$ cat config.mk
export PLATFORM = sky130hd
export DESIGN_NAME = lsu_port_arbiter
export DESIGN_NICKNAME = d
export VERILOG_FILES = /design/src/rtl/lsu_pkg.sv /design/src/rtl/lsu_port_arbiter_rr_pick2.sv /design/src/rtl/lsu_port_arbiter.sv
export SDC_FILE = /design/constraint.sdc
export NUM_CORES = 1
export LEC_CHECK = 0
export ABC_AREA = 1
export CAP_MARGIN = 10
export CORE_ASPECT_RATIO = 0.8
export CORE_UTILIZATION = 38
export DETAILED_ROUTE_END_ITERATION = 6
export GPL_TIMING_DRIVEN = 0
export PLACE_DENSITY = 0.78
export RECOVER_POWER = 50
export SLEW_MARGIN = 40
export SYNTH_ARGS = -nofsm -noshare
export SYNTH_HDL_FRONTEND = slang
export SYNTH_SLANG_ARGS = --single-unit
$ cat constraint.sdc
create_clock -name clk -period 1.56 [get_ports clk]
set_input_delay 0.312 -clock clk [delete_from_list [all_inputs] [get_ports clk]]
set_output_delay 0.312 -clock clk [all_outputs]
set_load 0.03 [all_outputs]
$ cat src/rtl/lsu_pkg.sv
// Shared definitions for the LSU port arbiter.
//   - LSU opcodes (load, store, NOP)
//   - UART register window addresses seen on the LSU address bus
//   - arbiter FSM state encoding
package lsu_pkg;

  localparam logic [6:0]  OP_LOAD   = 7'b0000011;
  localparam logic [6:0]  OP_STORE  = 7'b0100011;
  localparam logic [6:0]  OP_NOP    = 7'b0000000;

  localparam logic [31:0] UART_TX   = 32'h0000_0400;
  localparam logic [31:0] UART_RX   = 32'h0000_0404;
  localparam logic [31:0] UART_BAUD = 32'h0000_040C;

  typedef enum logic [1:0] {
    IDLE  = 2'd0,
    ISSUE = 2'd1,
    WAIT  = 2'd2,
    RESP  = 2'd3
  } arb_state_t;

  function automatic logic is_legal_op(input logic [6:0] op);
    return (op == OP_LOAD) || (op == OP_STORE);
  endfunction

endpackage

$ cat src/rtl/lsu_port_arbiter_rr_pick2.sv
// Two-way round-robin picker (purely combinational).
//   valid0/valid1 : requests pending
//   last_grant    : 1 when port 1 was granted last, 0 when port 0 was
//   grant         : one-hot grant, bit N for port N; 0 when nothing is valid
module rr_pick2 (
  input  logic       valid0,
  input  logic       valid1,
  input  logic       last_grant,
  output logic [1:0] grant
);

  always_comb begin
    grant = 2'b00;
    if (valid0 && valid1) begin
      // Contention: the port that did not win last time goes first.
      grant = last_grant ? 2'b01 : 2'b10;
    end else if (valid0) begin
      grant = 2'b01;
    end else if (valid1) begin
      grant = 2'b10;
    end
  end

endmodule

$ cat src/rtl/lsu_port_arbiter.sv
// Arbiter/sequencer sharing one LSU port between the core (port 0) and a
// debug/DMA requester (port 1). One transaction is in flight at a time.
//   clk, rst_n                 : clock, async active-low reset
//   reqN_valid/opcode/addr/wdata, reqN_ready : request channels (valid/ready)
//   respN_valid/rdata/err      : one-cycle completion pulse per requester
//   lsu_opcode/address/data_in, lsu_get      : LSU command side
//   lsu_busy, lsu_data_out     : LSU status / load data
// TIMEOUT_CYCLES bounds the number of busy WAIT cycles (1..255).
module lsu_port_arbiter
  import lsu_pkg::*;
#(
  parameter int unsigned TIMEOUT_CYCLES = 64
) (
  input  logic        clk,
  input  logic        rst_n,
  input  logic        req0_valid,
  input  logic [6:0]  req0_opcode,
  input  logic [31:0] req0_addr,
  input  logic [31:0] req0_wdata,
  output logic        req0_ready,
  input  logic        req1_valid,
  input  logic [6:0]  req1_opcode,
  input  logic [31:0] req1_addr,
  input  logic [31:0] req1_wdata,
  output logic        req1_ready,
  output logic        resp0_valid,
  output logic [31:0] resp0_rdata,
  output logic        resp0_err,
  output logic        resp1_valid,
  output logic [31:0] resp1_rdata,
  output logic        resp1_err,
  output logic [6:0]  lsu_opcode,
  output logic [31:0] lsu_address,
  output logic [31:0] lsu_data_in,
  output logic        lsu_get,
  input  logic        lsu_busy,
  input  logic [31:0] lsu_data_out
);

  localparam logic [7:0] TIMEOUT_LIMIT = 8'(TIMEOUT_CYCLES);

  arb_state_t  state_q, state_d;
  logic [6:0]  op_q, op_d;
  logic [31:0] addr_q, addr_d;
  logic [31:0] wdata_q, wdata_d;
  logic        owner_q, owner_d;
  logic        last_q, last_d;
  logic [7:0]  cnt_q, cnt_d;
  logic [31:0] rdata_q, rdata_d;
  logic        err_q, err_d;
  logic [1:0]  grant;
  logic        active;

  rr_pick2 u_pick (
    .valid0     (req0_valid),
    .valid1     (req1_valid),
    .last_grant (last_q),
    .grant      (grant)
  );

  always_comb begin
    // NOTE: every _d starts as its _q so no path through the case leaves a
    // variable unassigned; that is what keeps this block free of latches.
    state_d = state_q;
    op_d    = op_q;
    addr_d  = addr_q;
    wdata_d = wdata_q;
    owner_d = owner_q;
    last_d  = last_q;
    cnt_d   = cnt_q;
    rdata_d = rdata_q;
    err_d   = err_q;

    unique case (state_q)
      IDLE: begin
        cnt_d = 8'd0;
        if (grant != 2'b00) begin
          owner_d = grant[1];
          op_d    = grant[1] ? req1_opcode : req0_opcode;
          addr_d  = grant[1] ? req1_addr   : req0_addr;
          wdata_d = grant[1] ? req1_wdata  : req0_wdata;
          rdata_d = 32'd0;
          // Illegal opcodes never reach the LSU; they answer straight away.
          err_d   = !is_legal_op(op_d);
          state_d = is_legal_op(op_d) ? ISSUE : RESP;
        end
      end
      ISSUE: state_d = WAIT;
      WAIT: begin
        if (!lsu_busy) begin
          if (op_q == OP_LOAD) rdata_d = lsu_data_out;
          state_d = RESP;
        end else begin
          cnt_d = cnt_q + 8'd1;
          if (cnt_d == TIMEOUT_LIMIT) begin
            err_d   = 1'b1;
            rdata_d = 32'd0;
            state_d = RESP;
          end
        end
      end
      RESP: begin
        // Remember who just finished so the other port wins the next tie.
        last_d  = owner_q;
        state_d = IDLE;
      end
      default: state_d = IDLE;
    endcase
  end

  always_ff @(posedge clk or negedge rst_n) begin
    if (!rst_n) begin
      // NOTE: the payload registers are reset as well as the FSM, so the LSU
      // command bus and response data come out of reset as clean zeros.
      state_q <= IDLE;
      op_q    <= OP_NOP;
      addr_q  <= 32'd0;
      wdata_q <= 32'd0;
      owner_q <= 1'b0;
      last_q  <= 1'b1;  // "port 1 went last" => port 0 favoured after reset
      cnt_q   <= 8'd0;
      rdata_q <= 32'd0;
      err_q   <= 1'b0;
    end else begin
      // NOTE: non-blocking assignments so every flop samples the pre-edge
      // values regardless of statement order.
      state_q <= state_d;
      op_q    <= op_d;
      addr_q  <= addr_d;
      wdata_q <= wdata_d;
      owner_q <= owner_d;
      last_q  <= last_d;
      cnt_q   <= cnt_d;
      rdata_q <= rdata_d;
      err_q   <= err_d;
    end
  end

  // The command bus only carries the latched request while it is in flight.
  assign active      = (state_q == ISSUE) || (state_q == WAIT);
  assign lsu_opcode  = active ? op_q    : OP_NOP;
  assign lsu_address = active ? addr_q  : 32'd0;
  assign lsu_data_in = active ? wdata_q : 32'd0;
  assign lsu_get     = (state_q == ISSUE);

  assign req0_ready  = (state_q == IDLE) && grant[0];
  assign req1_ready  = (state_q == IDLE) && grant[1];

  assign resp0_valid = (state_q == RESP) && !owner_q;
  assign resp1_valid = (state_q == RESP) &&  owner_q;
  assign resp0_rdata = resp0_valid ? rdata_q : 32'd0;
  assign resp1_rdata = resp1_valid ? rdata_q : 32'd0;
  assign resp0_err   = resp0_valid && err_q;
  assign resp1_err   = resp1_valid && err_q;

endmodule

==> run metrics <==
WL final 26600 um; CTS buffer count 17; violated checks setup timing; maximum clock path buffer count 2; register area share after synthesis 0.433; RePlAce Congestion 0.908; worst-path maximum fanout 8; register bit total from synthesis 116; H-tree depth 4; cell taking the most area after synthesis dfrtp_1; CP max stage delay 0.40 ns; PD cells 2500 nW/um2; top cell type's share of synthesized area 0.429; CP cell instances inv_2 -> ha_4 -> buf_12 -> clkbuf_16 -> nand2_4 -> inv_2 -> buf_6; height of the die 121 um; end-of-flow core utilization 0.706; clock share of power 0.116; vias in the first global route between 7000 and 8000; first-pass GRT wire length 37700 um; WHS 0.391 ns; DR iter-0 viols 445; Final Hold Fails 0; count leader, synth nand2_1; layout overhead on the synthesized area 82.4%; P_sw between 10 and 15 mW; number of max-cap violations 0; combinational cell fraction of total power 0.695; Root Buffer clkbuf_16; DR WL/cell 16.7 um; layout cells sized above 1 0.389; Post-Syn Area per Cell between 6 and 7 um2; die area 18200 um2; number of flops mapped to enable cells by yosys 0; RSZ-0062 raised after global routing yes; Cells after DPL between 1500 and 2000; Yosys Warn Count 0; IO Pins 321; Setup crit start state_q[0]; largest net degree at the start of global routing 63; Critical R2R Launch state_q[0]; CP max stage cell dfrtp_1; most common library cells after synthesis nand2_1, nor2_1, inv_1; Vias per Instance about 5.0; row cnt 43; initial antenna violation count 2; Setup CP Type reg2out; Most common cell on crit path inv_2; Mapped Nets 1166; crit end category primary output; Initial Utilization 0.387; clock slew at reported path FFs 0.05 ns; cell count after synthesis 982; clock sinks around 120; WP data required 1.25 ns; Max Clock Skew 0.0151 ns; detailed placement HPWL 18100 um; Bufs and invs on worst path 5; dpl ws -1.01 ns; non-filler cells, final 1596; total grt overflow 0; Async SR Flop Fraction 1.00; area of the multi-input gates 3790 um2; post-route setup slack -0.533 ns; Hold Crit Class in2reg; status finished, violations left; Area contributors post-synth dfrtp_1, nand2_1, nor2_1; Antenna Nets Post-Route 0; Die W 151 um; # fillers 1364; total number of vias 8059; # DRC 0; GR Util All Layers 0.273; Setup crit start kind flop; total core area 17300 um2; # port buffers 319; Seq. cell area 2910 um2; final net count 1543; Final min period 2.09 ns; Top Family by Delay on Critical Path buffers and inverters; Max Clock Freq 478 MHz; final setup fails ~240; slew margin rel. 0.451; mapped cell area 6710 um2; Skew-Pair Late Insertion Delay roughly 0.42 ns; Post-synth top flop dfrtp_1; TritonCTS clock tree done; Sequential Power Share 0.188; Net Sw Frac 0.484; peak supply drop between 2 and 2.5 mV; part of the cycle the worst path needs 1.34; Worst Max-Slew Pin Slew approximately 0.82 ns; fin. max-slew vios 0; post-synth cell types 31; 1st-pass router iterations 5; Internal 15.8 mW; leak pwr 6.08 nW; HP Start req1_valid; crit path DAT 1.78 ns
==> final cells by class <==
type | instances | share of cell area
sequential | 116 | 0.237
tap | 225 | 0.0230
timing repair buffer | 358 | 0.285
inverter | 161 | 0.0515
antenna | 1 | 0.000204
multi-input combinational | 639 | 0.310
clock inverter | 5 | 0.00204
clock buffer | 25 | 0.0413
buffer | 65 | 0.0492
timing repair inverter | 1 | 0.000409
==> tightest hold or removal path, stage by stage <==
cell and delay (ns):
buf_2 0.18, nand3_1 0.16, a31oi_1 0.09
==> per-stage QoR <==
stage               setup TNS [ns]  power, mW  area (um2)
floorplan                   -11.57       14.9        6950
global placement           -695.80       20.5       10400
detailed placement         -178.93       20.7       10500
CTS                         -92.02       27.4       11400
global route                -97.38       32.2       12200
finish                      -81.06       30.6       12200
==> placed cells by master, fill, tap and decap left out, types with 27 or more instances in the layout <==
| cell type | instances |
|---|---|
| nor2_2 | 64 |
| nor2_1 | 113 |
| clkbuf_16 | 27 |
| clkdlybuf4s50_1 | 175 |
| buf_2 | 43 |
| buf_6 | 82 |
| dfrtp_1 | 114 |
| nand3_1 | 69 |
| inv_1 | 81 |
| nand2_2 | 42 |
| buf_4 | 52 |
| nand2_4 | 67 |
| nand2_1 | 139 |
| nand4_1 | 33 |
| a31oi_1 | 63 |
| inv_2 | 71 |
==> routing by layer <==
metal,GRT usage,wire length (um),vias up
met5,0,11,-
met4,0.0934,706,2
met3,0.0770,2270,53
met2,0.482,13700,349
met1,0.314,9930,3818
li1,-,-,3837
==> path summary, 6_finish.rpt <==
path / slack [ns] / end / cells after the start
worst max-delay path: -0.53 / lsu_data_in[25] / 7
worst min-delay path: 0.39 / op_q[2] / 3
worst max register to register: -0.35 / rdata_q[27] / 13
worst min register to register: 0.48 / rdata_q[0] / 2
max in group asynchronous: 0.20 / op_q[0] / 3
min in group asynchronous: 0.58 / rdata_q[2] / 2
==> power groups by stage <==
stage               Sequential (mW)  Clock [mW]  Combinational [mW]
finish                         5.77        3.57                21.3
global route                   5.93        3.72                22.5
CTS                            5.43        3.58                18.4
detailed placement             5.24           0                15.4
global placement               5.17           0                15.3
floorplan                      5.03           0                9.84
==> cells by family after synthesis <==
group                    Yosys count  synth area share
AND/OR/NAND/NOR                  541             0.337
buffers and inverters            227             0.136
flip-flops                       116             0.433
AO/OA/AOI/OAI                     92            0.0836
adder cells (fa/ha/maj)            5           0.00932
XOR/XNOR                           1           0.00131
==> sequential cells by signal, summed over array words and instances (netlist names), 2 cells and up <==
name / flops
addr_q: 32
op_q: 7
state_q: 2
rdata_q: 32
wdata_q: 32
cnt_q: 8
==> timing repair <==
action	in CTS	in global routing
pin swaps	2	17
hold buffers	1	0
endpoints found under the hold margin	53	0
gates resized for setup	942	215
buffers inserted	6	20
gates cloned	5	7
setup endpoints to repair	245	249
Note: power is estimated with default switching activity, not from simulation.
